<file path="src/rtl/seg_scan_driver_if.sv">
// -----------------------------------------------------------------------------
// seg_scan_driver_if
// Bus between the two traffic-light countdown counters and the multiplexed
// 7-segment display driver.
//
// Signals:
//   bcd1       [7:0]  packed BCD for display pair 1 (highway), tens in [7:4]
//   bcd2       [7:0]  packed BCD for display pair 2 (railway), tens in [7:4]
//   blink_en   [1:0]  bit i = 1 blinks pair i+1
//   lz_blank          1 = blank a tens digit of 0
//   seg_n      [6:0]  active-low segments {g,f,e,d,c,b,a}
//   an_n       [3:0]  active-low digit enables, at most one low
//   frame_tick        one-cycle pulse at each frame start
//
// Modports:
//   master  countdown / board side: drives the BCD and display controls,
//           observes the display pins
//   slave   the display driver: consumes the BCD, drives the display pins
// -----------------------------------------------------------------------------
interface seg_scan_driver_if;

    logic [7:0] bcd1;
    logic [7:0] bcd2;
    logic [1:0] blink_en;
    logic       lz_blank;
    logic [6:0] seg_n;
    logic [3:0] an_n;
    logic       frame_tick;

    modport master (
        output bcd1,
        output bcd2,
        output blink_en,
        output lz_blank,
        input  seg_n,
        input  an_n,
        input  frame_tick
    );

    modport slave (
        input  bcd1,
        input  bcd2,
        input  blink_en,
        input  lz_blank,
        output seg_n,
        output an_n,
        output frame_tick
    );

endinterface : seg_scan_driver_if

</file>
<file path="src/rtl/seg_scan_driver.sv">
// -----------------------------------------------------------------------------
// seg_scan_driver
// Time-multiplexes one 4-digit common-anode 7-segment display between the two
// packed-BCD countdown buses. Digit slots are SCAN_DIV system clocks long and
// run in the order 0,1,2,3 (pair 1 units, pair 1 tens, pair 2 units, pair 2
// tens). Both buses are captured once per frame so a frame never shows a mix
// of old and new counter values. Handles the dash / blank special codes,
// optional leading-zero suppression of the tens digits and blinking of a pair
// while it is being edited.
//
// Ports:
//   clk     system clock (125 MHz), no divided clocks
//   rst_n   asynchronous active-low reset, release sampled on clk
//   bus     seg_scan_driver_if.slave
//             in : bcd1, bcd2, blink_en, lz_blank
//             out: seg_n, an_n, frame_tick (all registered)
//
// Parameters:
//   SCAN_DIV      system clocks per digit slot, 2 or more
//   BLINK_FRAMES  frames per blink-phase toggle, 1 or more
// -----------------------------------------------------------------------------
module seg_scan_driver #(
    parameter int SCAN_DIV     = 31250,
    parameter int BLINK_FRAMES = 250
) (
    input  logic             clk,
    input  logic             rst_n,
    seg_scan_driver_if.slave bus
);

    // -------------------------------------------------------------------------
    // Derived sizes and constants
    // -------------------------------------------------------------------------
    localparam int PW = $clog2(SCAN_DIV);
    localparam int BW = (BLINK_FRAMES > 1) ? $clog2(BLINK_FRAMES) : 1;

    localparam logic [PW-1:0] PRESC_LAST = PW'(SCAN_DIV - 1);
    // One cycle before the slot tick; lets frame_tick be a registered pulse
    // that is high exactly in the slot-tick cycle.
    localparam logic [PW-1:0] PRESC_PRE  = PW'(SCAN_DIV - 2);
    localparam logic [BW-1:0] BLINK_LAST = BW'(BLINK_FRAMES - 1);

    localparam logic [6:0] SEG_OFF = 7'h7F;
    localparam logic [3:0] AN_OFF  = 4'hF;

    // -------------------------------------------------------------------------
    // Helpers
    // -------------------------------------------------------------------------

    // Nibble to active-low {g,f,e,d,c,b,a}. A is the dash used in night mode,
    // B..F are blank.
    function automatic logic [6:0] seg_decode(input logic [3:0] nib);
        logic [6:0] seg;
        case (nib)
            4'h0:    seg = 7'h40;
            4'h1:    seg = 7'h79;
            4'h2:    seg = 7'h24;
            4'h3:    seg = 7'h30;
            4'h4:    seg = 7'h19;
            4'h5:    seg = 7'h12;
            4'h6:    seg = 7'h02;
            4'h7:    seg = 7'h78;
            4'h8:    seg = 7'h00;
            4'h9:    seg = 7'h10;
            4'hA:    seg = 7'h3F;
            default: seg = 7'h7F;
        endcase
        return seg;
    endfunction

    // Active-low one-cold anode pattern for a digit index.
    function automatic logic [3:0] an_select(input logic [1:0] idx);
        logic [3:0] an;
        case (idx)
            2'd0:    an = 4'b1110;
            2'd1:    an = 4'b1101;
            2'd2:    an = 4'b1011;
            2'd3:    an = 4'b0111;
            default: an = 4'b1111;
        endcase
        return an;
    endfunction

    // -------------------------------------------------------------------------
    // State and next-state signals
    // -------------------------------------------------------------------------
    logic [PW-1:0] presc_r;
    logic [PW-1:0] presc_nxt_s;
    logic          slot_tick_s;
    logic          pre_tick_s;

    // digit_r is the digit that the next slot tick will put on the display.
    // Reset value 0 makes the very first slot after reset a frame start.
    logic [1:0]    digit_r;
    logic [1:0]    digit_nxt_s;
    logic          frame_start_s;

    logic [7:0]    snap1_r;
    logic [7:0]    snap2_r;
    logic [7:0]    snap1_nxt_s;
    logic [7:0]    snap2_nxt_s;

    logic [BW-1:0] blink_cnt_r;
    logic [BW-1:0] blink_cnt_nxt_s;
    logic          blink_phase_r;
    logic          blink_phase_nxt_s;

    logic [7:0]    pair_bcd_s;
    logic [3:0]    nibble_s;
    logic          blink_off_s;
    logic          lz_off_s;

    logic [6:0]    seg_r;
    logic [6:0]    seg_nxt_s;
    logic [3:0]    an_r;
    logic [3:0]    an_nxt_s;
    logic          frame_tick_r;
    logic          frame_tick_nxt_s;

    // -------------------------------------------------------------------------
    // Slot timebase: prescaler, slot tick and digit index advance
    // -------------------------------------------------------------------------

    // Prescaler wrap generates the slot tick; the digit index moves with it.
    always_comb begin
        presc_nxt_s = presc_r;
        digit_nxt_s = digit_r;
        slot_tick_s = 1'b0;
        if (presc_r == PRESC_LAST) begin
            slot_tick_s = 1'b1;
            presc_nxt_s = {PW{1'b0}};
            digit_nxt_s = digit_r + 2'd1;
        end else begin
            presc_nxt_s = presc_r + PW'(1);
        end
    end

    assign pre_tick_s    = (presc_r == PRESC_PRE);
    assign frame_start_s = slot_tick_s && (digit_r == 2'd0);

    // digit_r is stable from the pre-tick cycle through the tick cycle, so
    // this registers high exactly during the frame-start slot tick.
    assign frame_tick_nxt_s = pre_tick_s && (digit_r == 2'd0);

    // -------------------------------------------------------------------------
    // Frame snapshot and blink phase
    // -------------------------------------------------------------------------

    // Capture both buses and step the blink frame counter at each frame start.
    always_comb begin
        snap1_nxt_s       = snap1_r;
        snap2_nxt_s       = snap2_r;
        blink_cnt_nxt_s   = blink_cnt_r;
        blink_phase_nxt_s = blink_phase_r;
        if (frame_start_s) begin
            snap1_nxt_s = bus.bcd1;
            snap2_nxt_s = bus.bcd2;
            if (blink_cnt_r == BLINK_LAST) begin
                blink_cnt_nxt_s   = {BW{1'b0}};
                blink_phase_nxt_s = ~blink_phase_r;
            end else begin
                blink_cnt_nxt_s   = blink_cnt_r + BW'(1);
            end
        end else begin
            snap1_nxt_s       = snap1_r;
            snap2_nxt_s       = snap2_r;
        end
    end

    // -------------------------------------------------------------------------
    // Digit selection and output pattern
    // -------------------------------------------------------------------------
    // The next-state snapshot and blink phase are used on purpose: on a frame
    // start they already hold the freshly captured values, so digit 0 of the
    // new frame shows the new snapshot and the new blink phase.
    assign pair_bcd_s  = digit_r[1] ? snap2_nxt_s : snap1_nxt_s;
    assign nibble_s    = digit_r[0] ? pair_bcd_s[7:4] : pair_bcd_s[3:0];
    assign blink_off_s = blink_phase_nxt_s && bus.blink_en[digit_r[1]];
    assign lz_off_s    = digit_r[0] && bus.lz_blank && (nibble_s == 4'h0);

    // Build the pattern for the digit entering its slot; a disabled digit
    // keeps its slot dark so the others keep their brightness.
    always_comb begin
        seg_nxt_s = seg_r;
        an_nxt_s  = an_r;
        if (slot_tick_s) begin
            if (blink_off_s || lz_off_s) begin
                seg_nxt_s = SEG_OFF;
                an_nxt_s  = AN_OFF;
            end else begin
                seg_nxt_s = seg_decode(nibble_s);
                an_nxt_s  = an_select(digit_r);
            end
        end else begin
            seg_nxt_s = seg_r;
            an_nxt_s  = an_r;
        end
    end

    // -------------------------------------------------------------------------
    // Registers
    // -------------------------------------------------------------------------

    // Timebase registers.
    always_ff @(posedge clk or negedge rst_n) begin
        if (!rst_n) begin
            presc_r <= {PW{1'b0}};
            digit_r <= 2'd0;
        end else begin
            presc_r <= presc_nxt_s;
            digit_r <= digit_nxt_s;
        end
    end

    // Frame snapshot and blink registers.
    always_ff @(posedge clk or negedge rst_n) begin
        if (!rst_n) begin
            snap1_r       <= 8'h00;
            snap2_r       <= 8'h00;
            blink_cnt_r   <= {BW{1'b0}};
            blink_phase_r <= 1'b0;
        end else begin
            snap1_r       <= snap1_nxt_s;
            snap2_r       <= snap2_nxt_s;
            blink_cnt_r   <= blink_cnt_nxt_s;
            blink_phase_r <= blink_phase_nxt_s;
        end
    end

    // Display pin registers; reset forces the display dark at once.
    always_ff @(posedge clk or negedge rst_n) begin
        if (!rst_n) begin
            seg_r        <= SEG_OFF;
            an_r         <= AN_OFF;
            frame_tick_r <= 1'b0;
        end else begin
            seg_r        <= seg_nxt_s;
            an_r         <= an_nxt_s;
            frame_tick_r <= frame_tick_nxt_s;
        end
    end

    assign bus.seg_n      = seg_r;
    assign bus.an_n       = an_r;
    assign bus.frame_tick = frame_tick_r;

endmodule : seg_scan_driver

</file>
<file path="src/flat_wrapper.sv">
// flat-port wrapper written by rule: the top's interface ports become plain ports
module seg_scan_driver_flat 
#(
    parameter int SCAN_DIV     = 31250,
    parameter int BLINK_FRAMES = 250
)
  (clk, rst_n, bus_bcd1, bus_bcd2, bus_blink_en, bus_lz_blank, bus_seg_n, bus_an_n, bus_frame_tick);
  seg_scan_driver_if bus_i ();
  input  logic clk;
  input  logic rst_n;
  input wire logic [$bits(bus_i.bcd1)-1:0] bus_bcd1;
  input wire logic [$bits(bus_i.bcd2)-1:0] bus_bcd2;
  input wire logic [$bits(bus_i.blink_en)-1:0] bus_blink_en;
  input wire logic [$bits(bus_i.lz_blank)-1:0] bus_lz_blank;
  output wire logic [$bits(bus_i.seg_n)-1:0] bus_seg_n;
  output wire logic [$bits(bus_i.an_n)-1:0] bus_an_n;
  output wire logic [$bits(bus_i.frame_tick)-1:0] bus_frame_tick;
  assign bus_i.bcd1 = bus_bcd1;
  assign bus_i.bcd2 = bus_bcd2;
  assign bus_i.blink_en = bus_blink_en;
  assign bus_i.lz_blank = bus_lz_blank;
  assign bus_seg_n = bus_i.seg_n;
  assign bus_an_n = bus_i.an_n;
  assign bus_frame_tick = bus_i.frame_tick;
  seg_scan_driver #(.SCAN_DIV(SCAN_DIV), .BLINK_FRAMES(BLINK_FRAMES)) u_core (.clk(clk), .rst_n(rst_n), .bus(bus_i));
endmodule
</file>
<file path="config.mk">
export PLATFORM = sky130hd
export DESIGN_NAME = seg_scan_driver_flat
export DESIGN_NICKNAME = d
export VERILOG_FILES = /design/src/rtl/seg_scan_driver_if.sv /design/src/rtl/seg_scan_driver.sv /design/src/flat_wrapper.sv
export SDC_FILE = /design/constraint.sdc
export NUM_CORES = 1
export LEC_CHECK = 0
export ABC_AREA = 1
export CAP_MARGIN = 30
export CORE_UTILIZATION = 42
export CTS_CLUSTER_DIAMETER = 80
export DETAILED_ROUTE_END_ITERATION = 10
export GPL_TIMING_DRIVEN = 0
export SYNTH_ARGS = -nofsm -noshare
export SYNTH_HDL_FRONTEND = slang
export SYNTH_SLANG_ARGS = --single-unit
</file>
<file path="constraint.sdc">
create_clock -name clk -period 3.8 [get_ports clk]
set_clock_uncertainty 0.15 [all_clocks]
set_input_delay 0.76 -clock clk [delete_from_list [all_inputs] [get_ports clk]]
set_output_delay 0.76 -clock clk [all_outputs]
set_load 0.05 [all_outputs]
</file>
==> flow_metrics.env, run 1 <==
export IMPL_synth_avg_cell_area_um2=7.97
export IMPL_gp_congestion=0.822
export IMPL_tightest_slew_ns=0.509
export IMPL_drive_gt1_share_pct=12.1
export IMPL_post_cts_buffers=0
export IMPL_status="complete, no violations"
export IMPL_cp_arrival_ns=3.33
export IMPL_p_total_uw=946
export IMPL_start_util_pct=43.5
export IMPL_synth_mux_area_share_pct=0
export IMPL_yosys_area_share_simple_pct=32.6
export IMPL_placed_area_mm2=0.00363
export IMPL_wl_um=6340
export IMPL_ioPinCount=33
export IMPL_drc=0
export IMPL_cp_start_kind="flip-flop"
export IMPL_hold_viol_final=0
export IMPL_synth_top_family_by_area="simple AND/OR/NAND/NOR gates"
export IMPL_yosysSeqAreaShare_pct=43.1
export IMPL_vias_per_cell=4.63
export IMPL_synth_cells=398
export IMPL_synth_edf_count=0
export IMPL_cts_resized=0
export IMPL_synthTopCellsByCount="80 x inv_1, 73 x nand2_1, 47 x nor2_1"
export IMPL_cp_endpoint="u_core.bus.seg_n[3]$_DFFE_PN1N_"
export IMPL_r2r_cells=16
export IMPL_timing_fmax_ghz=0.309
export IMPL_yosys_most_used_dff="dfrtp_1"
export IMPL_setup_viol=0
export IMPL_final_core_utilization_pct=51.0
export IMPL_whs_ns=0.267
export IMPL_area_growth_syn_to_layout_pct=17.4
export IMPL_synth_cell_types=34
export IMPL_core_mm2=0.00729
export IMPL_drv_cap=0
export IMPL_hold_class="input pin to async pin"
export IMPL_post_route_period_util_pct=85.3
export IMPL_synth_seq_cells=54
export IMPL_clock_latency_ns=0.30
export IMPL_drt_iter0_markers=138
export IMPL_rows=31
export IMPL_htreeDepth=2
export IMPL_leakage_nw=1.98
export IMPL_slew_headroom_pct=66.0
export IMPL_gr_usage_all_layers_pct=18.0
export IMPL_grt_max_degree=35
export IMPL_rsz0062_at_grt="false"
export IMPL_numCtsBuffers=5
export IMPL_endpoint_kind="flip-flop"
export IMPL_synth_area_mm2=0.00317
export IMPL_critPathMaxFanout=11
export IMPL_die_y_um=88.9
export IMPL_die_w_um=88.9
export IMPL_ant_nets=0
export IMPL_yosys_area_top_type="dfrtp_1"
export IMPL_async_flop_share_pct=100
export IMPL_vias=2489
export IMPL_grt_pass1_vias=2520
export IMPL_dpl_hpwl_um=4760
export IMPL_grt_pass1_wl_um=11000
export IMPL_power_density_mw_per_mm2=254
export IMPL_cts_root_buffer="clkbuf_8"
export IMPL_overflow=0
export IMPL_criticalPathCategory="flip-flop to flip-flop"
export IMPL_cts_hold_buf=0
export IMPL_yosys_warnings=0
export IMPL_die_area_mm2=0.00790
export IMPL_r2r_end="u_core.bus.seg_n[3]$_DFFE_PN1N_"
export IMPL_nNetsFinal=473
export IMPL_cts_max_path_buffers=2
export IMPL_slew_violations=0
export IMPL_n_fill_cell=760
export IMPL_synth_compound_area_share_pct=3.99
export IMPL_r2r_start="u_core.digit_r[1]$_DFFE_PN0N_"
export IMPL_drt_wirelength_per_cell_um=11.8
export IMPL_synthXorXnorAreaFrac_pct=2.17
export IMPL_diodes=0
export IMPL_reg2reg_slack_ns=0.56
export IMPL_yosysMostFrequentCell="inv_1"
export IMPL_finalCriticalPeriod_ns=3.24
export IMPL_regArea_mm2=0.00137
export IMPL_syn_nets=433
export IMPL_io_buffer_count=32
export IMPL_cts_clk_slew_worst_paths_ns=0.09
export IMPL_critPathLaunch="u_core.digit_r[1]$_DFFE_PN0N_"
export IMPL_synthTopCellsByArea="dfrtp_1 34%, inv_1 9.5%, dfstp_2 9.1%, nand2_1 8.6%, nand3_1 5.7%"
export IMPL_synth_top_area_share_pct=33.9
export IMPL_finalSetupTns_ns=0
export IMPL_irDropWorstVdd_mv=0.143
export IMPL_multiInputGateArea_mm2=0.00141
export IMPL_cp_required_ns=3.89
export IMPL_clock_sinks=54
export IMPL_postLayoutCellArea_mm2=0.00372
export IMPL_synth_fa_ha_area_share_pct=5.52
export IMPL_cts_tree="done"
export IMPL_drt_pass1_iterations=4
export IMPL_antenna_found_initial=0
==> per-layer routing <==
| metal | GRT usage, % | vias to the layer above | wire length (um) |
|---|---|---|---|
| li1 | - | 1309 | - |
| met1 | 23.6 | 1143 | 3100 |
| met2 | 31.0 | 35 | 2950 |
| met3 | 2.61 | 2 | 253 |
| met4 | 5.13 | 0 | 30 |
| met5 | 0 | - | 0 |
==> worst min-delay path by stage <==
stage	start	slack (ns)	to
floorplan	u_core.blink_cnt_r[7]$_DFFE_PN0N_	0.28	u_core.blink_cnt_r[7]$_DFFE_PN0N_
global placement	u_core.blink_cnt_r[7]$_DFFE_PN0N_	0.30	u_core.blink_cnt_r[7]$_DFFE_PN0N_
detailed placement	u_core.blink_cnt_r[6]$_DFFE_PN0N_	0.33	u_core.blink_cnt_r[6]$_DFFE_PN0N_
CTS	rst_n	0.27	u_core.snap1_r[3]$_DFF_PN0_
global route	rst_n	0.29	u_core.snap1_r[5]$_DFF_PN0_
finish	rst_n	0.27	u_core.snap1_r[5]$_DFF_PN0_
==> metrics by stage <==
step / instances / worst slack (ns)
after floorplan: 398 / 1.13
after global placement: 529 / 0.0244
after detailed placement: 530 / 0.533
after CTS: 538 / 0.510
after global routing: 538 / 0.205
final: 538 / 0.559
==> cells by family after synthesis <==
group / after synthesis
xor gates and xnor gates: 7
adders and majority gates: 14
and+or+nand+nor: 206
buffers and inverters: 96
AOI/OAI and AO/OA: 21
DFF: 54
==> where the power goes <==
| part | switching, mW | internal, mW |
|---|---|---|
| Sequential | 0 | 0.575 |
| Combinational | 0.0179 | 0.0207 |
| Clock | 0.185 | 0.148 |
| Total | 0.203 | 0.743 |
==> critical path, stage by stage, from the launching register on <==
cell and delay [ns]:
dfrtp_1 0.41, buf_2 0.20, inv_1 0.08, buf_2 0.25
ha_1 0.30, clkbuf_1 0.41, nand4_1 0.18, nand3_1 0.12
nand3_1 0.08, nand2_1 0.20, ha_1 0.18, inv_1 0.05
nor2_1 0.18, nand3_4 0.13, nand3_4 0.11, nor2_1 0.06
nor2_1 0.09
==> sequential cells by signal (all words and copies together), names as in the netlist <==
name	cells
u_core.blink_cnt_r	8
u_core.bus.frame_tick	1
u_core.bus.an_n	4
u_core.snap2_r	8
u_core.digit_r	2
u_core.bus.seg_n	7
u_core.snap1_r	8
u_core.blink_phase_r	1
u_core.presc_r	15
==> placed cells by master (no fill, tap or decap), types with 2 or more instances in the layout <==
master / instances
a211oi_1: 2
nand2_2: 6
clkinv_1: 2
and2_1: 5
nand2_1: 73
nor2_1: 47
a21oi_1: 5
nor4_1: 2
clkbuf_8: 6
clkdlybuf4s50_1: 31
ha_1: 14
o21ai_0: 8
o21a_1: 3
xor2_1: 6
nand3_4: 3
buf_6: 5
dfrtp_1: 43
dfstp_2: 11
buf_2: 3
nor2_4: 2
clkbuf_1: 4
inv_1: 80
nor3_1: 5
nand3_1: 36
nand3_2: 5
inv_2: 4
nand4_1: 17
==> final cells by class <==
class | count | area share [%]
repair buffers | 33 | 9.01
clock inverters | 1 | 0.134
well taps | 99 | 3.33
multi-input cells | 248 | 37.8
flip-flops and latches | 54 | 36.7
clock buffers | 7 | 2.32
inverters | 86 | 8.68
plain buffers | 10 | 2.08
Power figures use the tool's default switching activity.
==> run 2: changes to the inputs <==
- CAP_MARGIN: 30 -> 20
- clock period: 3.8 -> 4.1 ns (I/O delays scaled with it)
==> results of run 2 <==
Same layout as run 1 (identical final DEF). Status: complete, no violations.
Main changes from that run: setup slack after placement 0.533 ns -> 0.833 ns; setup slack after layout 0.559 ns -> 0.859 ns; hold slack 0.267 ns -> 0.327 ns; register-to-register setup slack 0.56 ns -> 0.86 ns; total power 0.946 mW -> 0.877 mW; worst IR drop on VDD 0.143 mV -> 0.133 mV
==> run 3: changes to the inputs <==
- clock period: 4.1 -> 2.7 ns (I/O delays scaled with it)
==> run 3 against run 2 <==
Compared with the run above:
- largest cell class unchanged
- combinational power rose by 53%
- non-clock buffer count rose by 23
- sequential power is 52% higher
- flip-flop and latch count stayed put
- worst hold slack worse by 0.28 ns
- global-route usage up 0.36 points
- fmax grew 25%
- largest power group unchanged
- critical endpoint unchanged
- final cell count grew 4.3%
- wire length up 10%
- first-iteration DRC count is 17% higher
==> flow_metrics.env, run 3 (synthesis gave the netlist of run 1 again) <==
export IMPL_crit_chain="inv_2, ha_2, nand3_2, nor2_4, nand3_4, buf_12, buf_4, nand2_2, nand3_2, nand3_2, nand2_4, ha_1, nand3_1, nand3_1, nand2_2, nor2_4, nor2_1"
export IMPL_endpoint_kind="flip-flop"
export IMPL_route_met3_wl_um=219
export IMPL_irDropWorstVdd_mv=0.202
export IMPL_drv_cap=0
export IMPL_die_y_um=88.9
export IMPL_clock_latency_ns=0.30
export IMPL_wl_met2_um=3400
export IMPL_gr_usage_all_layers_pct=18.4
export IMPL_regMostFlops="u_core.presc_r"
export IMPL_post_route_period_util_pct=96.4
export IMPL_clockPowerShare_pct=35.3
export IMPL_antenna_found_initial=0
export IMPL_slowest_stage="dfrtp_1"
export IMPL_reg2reg_slack_ns=0.1
export IMPL_cp_arrival_ns=2.69
export IMPL_grt_max_degree=35
export IMPL_postLayoutCellArea_mm2=0.00410
export IMPL_intPower_mw=1.05
export IMPL_r2r_start="u_core.presc_r[1]$_DFF_PN0_"
export IMPL_cts_max_path_buffers=2
export IMPL_vias_per_cell=4.71
export IMPL_tightest_slew_ns=0.506
export IMPL_whs_ns=0.0445
export IMPL_htreeDepth=2
export IMPL_nNetsFinal=496
export IMPL_area_growth_syn_to_layout_pct=29.2
export IMPL_slew_headroom_pct=66.1
export IMPL_gp_congestion=0.822
export IMPL_drt_wirelength_per_cell_um=12.5
export IMPL_ioPinCount=33
export IMPL_crit_family="simple AND/OR/NAND/NOR gates"
export IMPL_criticalPathCategory="flip-flop to flip-flop"
export IMPL_start_util_pct=43.5
export IMPL_slew_violations=0
export IMPL_clock_sinks=54
export IMPL_drt_iter0_markers=162
export IMPL_setup_viol=0
export IMPL_core_mm2=0.00729
export IMPL_p_sw_share_pct=21.7
export IMPL_p_total_mw=1.34
export IMPL_grt_pass1_vias=2563
export IMPL_sequentialPowerShare_pct=60.6
export IMPL_placed_area_mm2=0.00363
export IMPL_layout_common_cells="75 x inv_1, 66 x nand2_1, 42 x dfrtp_1"
export IMPL_power_density_mw_per_mm2=326
export IMPL_numCtsBuffers=5
export IMPL_wl_um=7000
export IMPL_io_buffer_count=32
export IMPL_die_w_um=88.9
export IMPL_drt_pass1_iterations=4
export IMPL_overflow=0
export IMPL_cts_clk_slew_worst_paths_ns=0.10
export IMPL_r2r_end="u_core.bus.seg_n[3]$_DFFE_PN1N_"
export IMPL_cp_required_ns=2.79
export IMPL_rsz0062_at_grt="true"
export IMPL_p_comb_share_pct=4.1
export IMPL_hold_class="input pin to async pin"
export IMPL_routed_top_layer="met4"
export IMPL_status="complete, no violations"
export IMPL_timing_fmax_ghz=0.384
export IMPL_drive_gt1_share_pct=23.8
export IMPL_hold_viol_final=0
export IMPL_slowest_delay_ns=0.40
export IMPL_finalSetupTns_ns=0
export IMPL_critPathLaunch="u_core.presc_r[1]$_DFF_PN0_"
export IMPL_ant_nets=0
export IMPL_cts_root_buffer="clkbuf_8"
export IMPL_diodes=0
export IMPL_path_buf_inv=3
export IMPL_cp_start_kind="flip-flop"
export IMPL_dpl_hpwl_um=4760
export IMPL_finalCriticalPeriod_ns=2.60
export IMPL_met1_length_um=3310
export IMPL_largest_register_ffs=15
export IMPL_die_area_mm2=0.00790
export IMPL_p_sw_uw=289
export IMPL_leakage_nw=2.12
export IMPL_rows=31
export IMPL_grt_pass1_wl_um=11200
export IMPL_cp_common_cell="nand3_2"
export IMPL_layout_commonest_cell="inv_1"
export IMPL_critPathMaxFanout=6
export IMPL_cts_tree="done"
export IMPL_drc=0
export IMPL_vias=2641
export IMPL_r2r_cells=17
run 3: cell types whose count changed in the layout (fill, tap and decap cells not counted), moves of 4 or more:
cell	before	now
nor2_1	47	39
buf_4	0	22
nand3_1	36	28
nand3_2	5	12
ha_1	14	10
nor2_2	1	5
nand2_2	6	10
inv_1	80	75
nand2_1	73	66
nor2_4	2	6
run 3: worst max-delay path by stage:
| stage | depth (start not counted) | end |
|---|---|---|
| floorplan | 16 | u_core.bus.seg_n[3]$_DFFE_PN1N_ |
| global placement | 1 | u_core.presc_r[13]$_DFF_PN0_ |
| detailed placement | 16 | u_core.bus.seg_n[3]$_DFFE_PN1N_ |
| CTS | 18 | u_core.bus.seg_n[3]$_DFFE_PN1N_ |
| global route | 18 | u_core.bus.seg_n[2]$_DFFE_PN1N_ |
| finish | 17 | u_core.bus.seg_n[3]$_DFFE_PN1N_ |
run 3: area by class of cell:
cell class / instances / area (um^2)
multi-input cells: 248 / 1560
clock buffers: 7 / 86.3
clock inverters: 1 / 5.00
inverters: 86 / 329
flip-flops and latches: 54 / 1370
repair buffers: 56 / 526
fillers: 733 / 3200
plain buffers: 10 / 104
well taps: 99 / 124
run 3: what timing repair did:
action | in CTS | in global routing
setup buffers | 7 | 15
pin swaps | 2 | 16
cloned | 0 | 1
hold buffers | 0 | 0
gates resized for setup | 13 | 39
endpoints found under the setup margin | 11 | 11
run 3: through the flow:
stage,setup slack [ns],instances,utilization (%)
6_report,0.0972,561,56.2
2_1_floorplan,0.0285,398,-
3_3_place_gp,-0.856,529,49.6
3_5_place_dp,-0.567,530,49.8
4_1_cts,0.0325,545,52.3
5_1_grt,-0.0428,561,56.2
run 3: power groups by stage:
| stage | logic (mW) | registers, mW | clock network [mW] |
|---|---|---|---|
| after global placement | 0.0543 | 0.824 | 0 |
| after global routing | 0.0614 | 0.809 | 0.516 |
| after floorplan | 0.00502 | 0.824 | 0 |
| after CTS | 0.0565 | 0.809 | 0.488 |
| final | 0.0547 | 0.809 | 0.471 |
| after detailed placement | 0.0560 | 0.824 | 0 |
run 3: metal layers:
| layer | vias to the layer above | GRT usage, % |
|---|---|---|
| met5 | - | 0 |
| met4 | 0 | 5.57 |
| met3 | 8 | 2.61 |
| met2 | 35 | 31.7 |
| met1 | 1238 | 24.0 |
| li1 | 1360 | - |
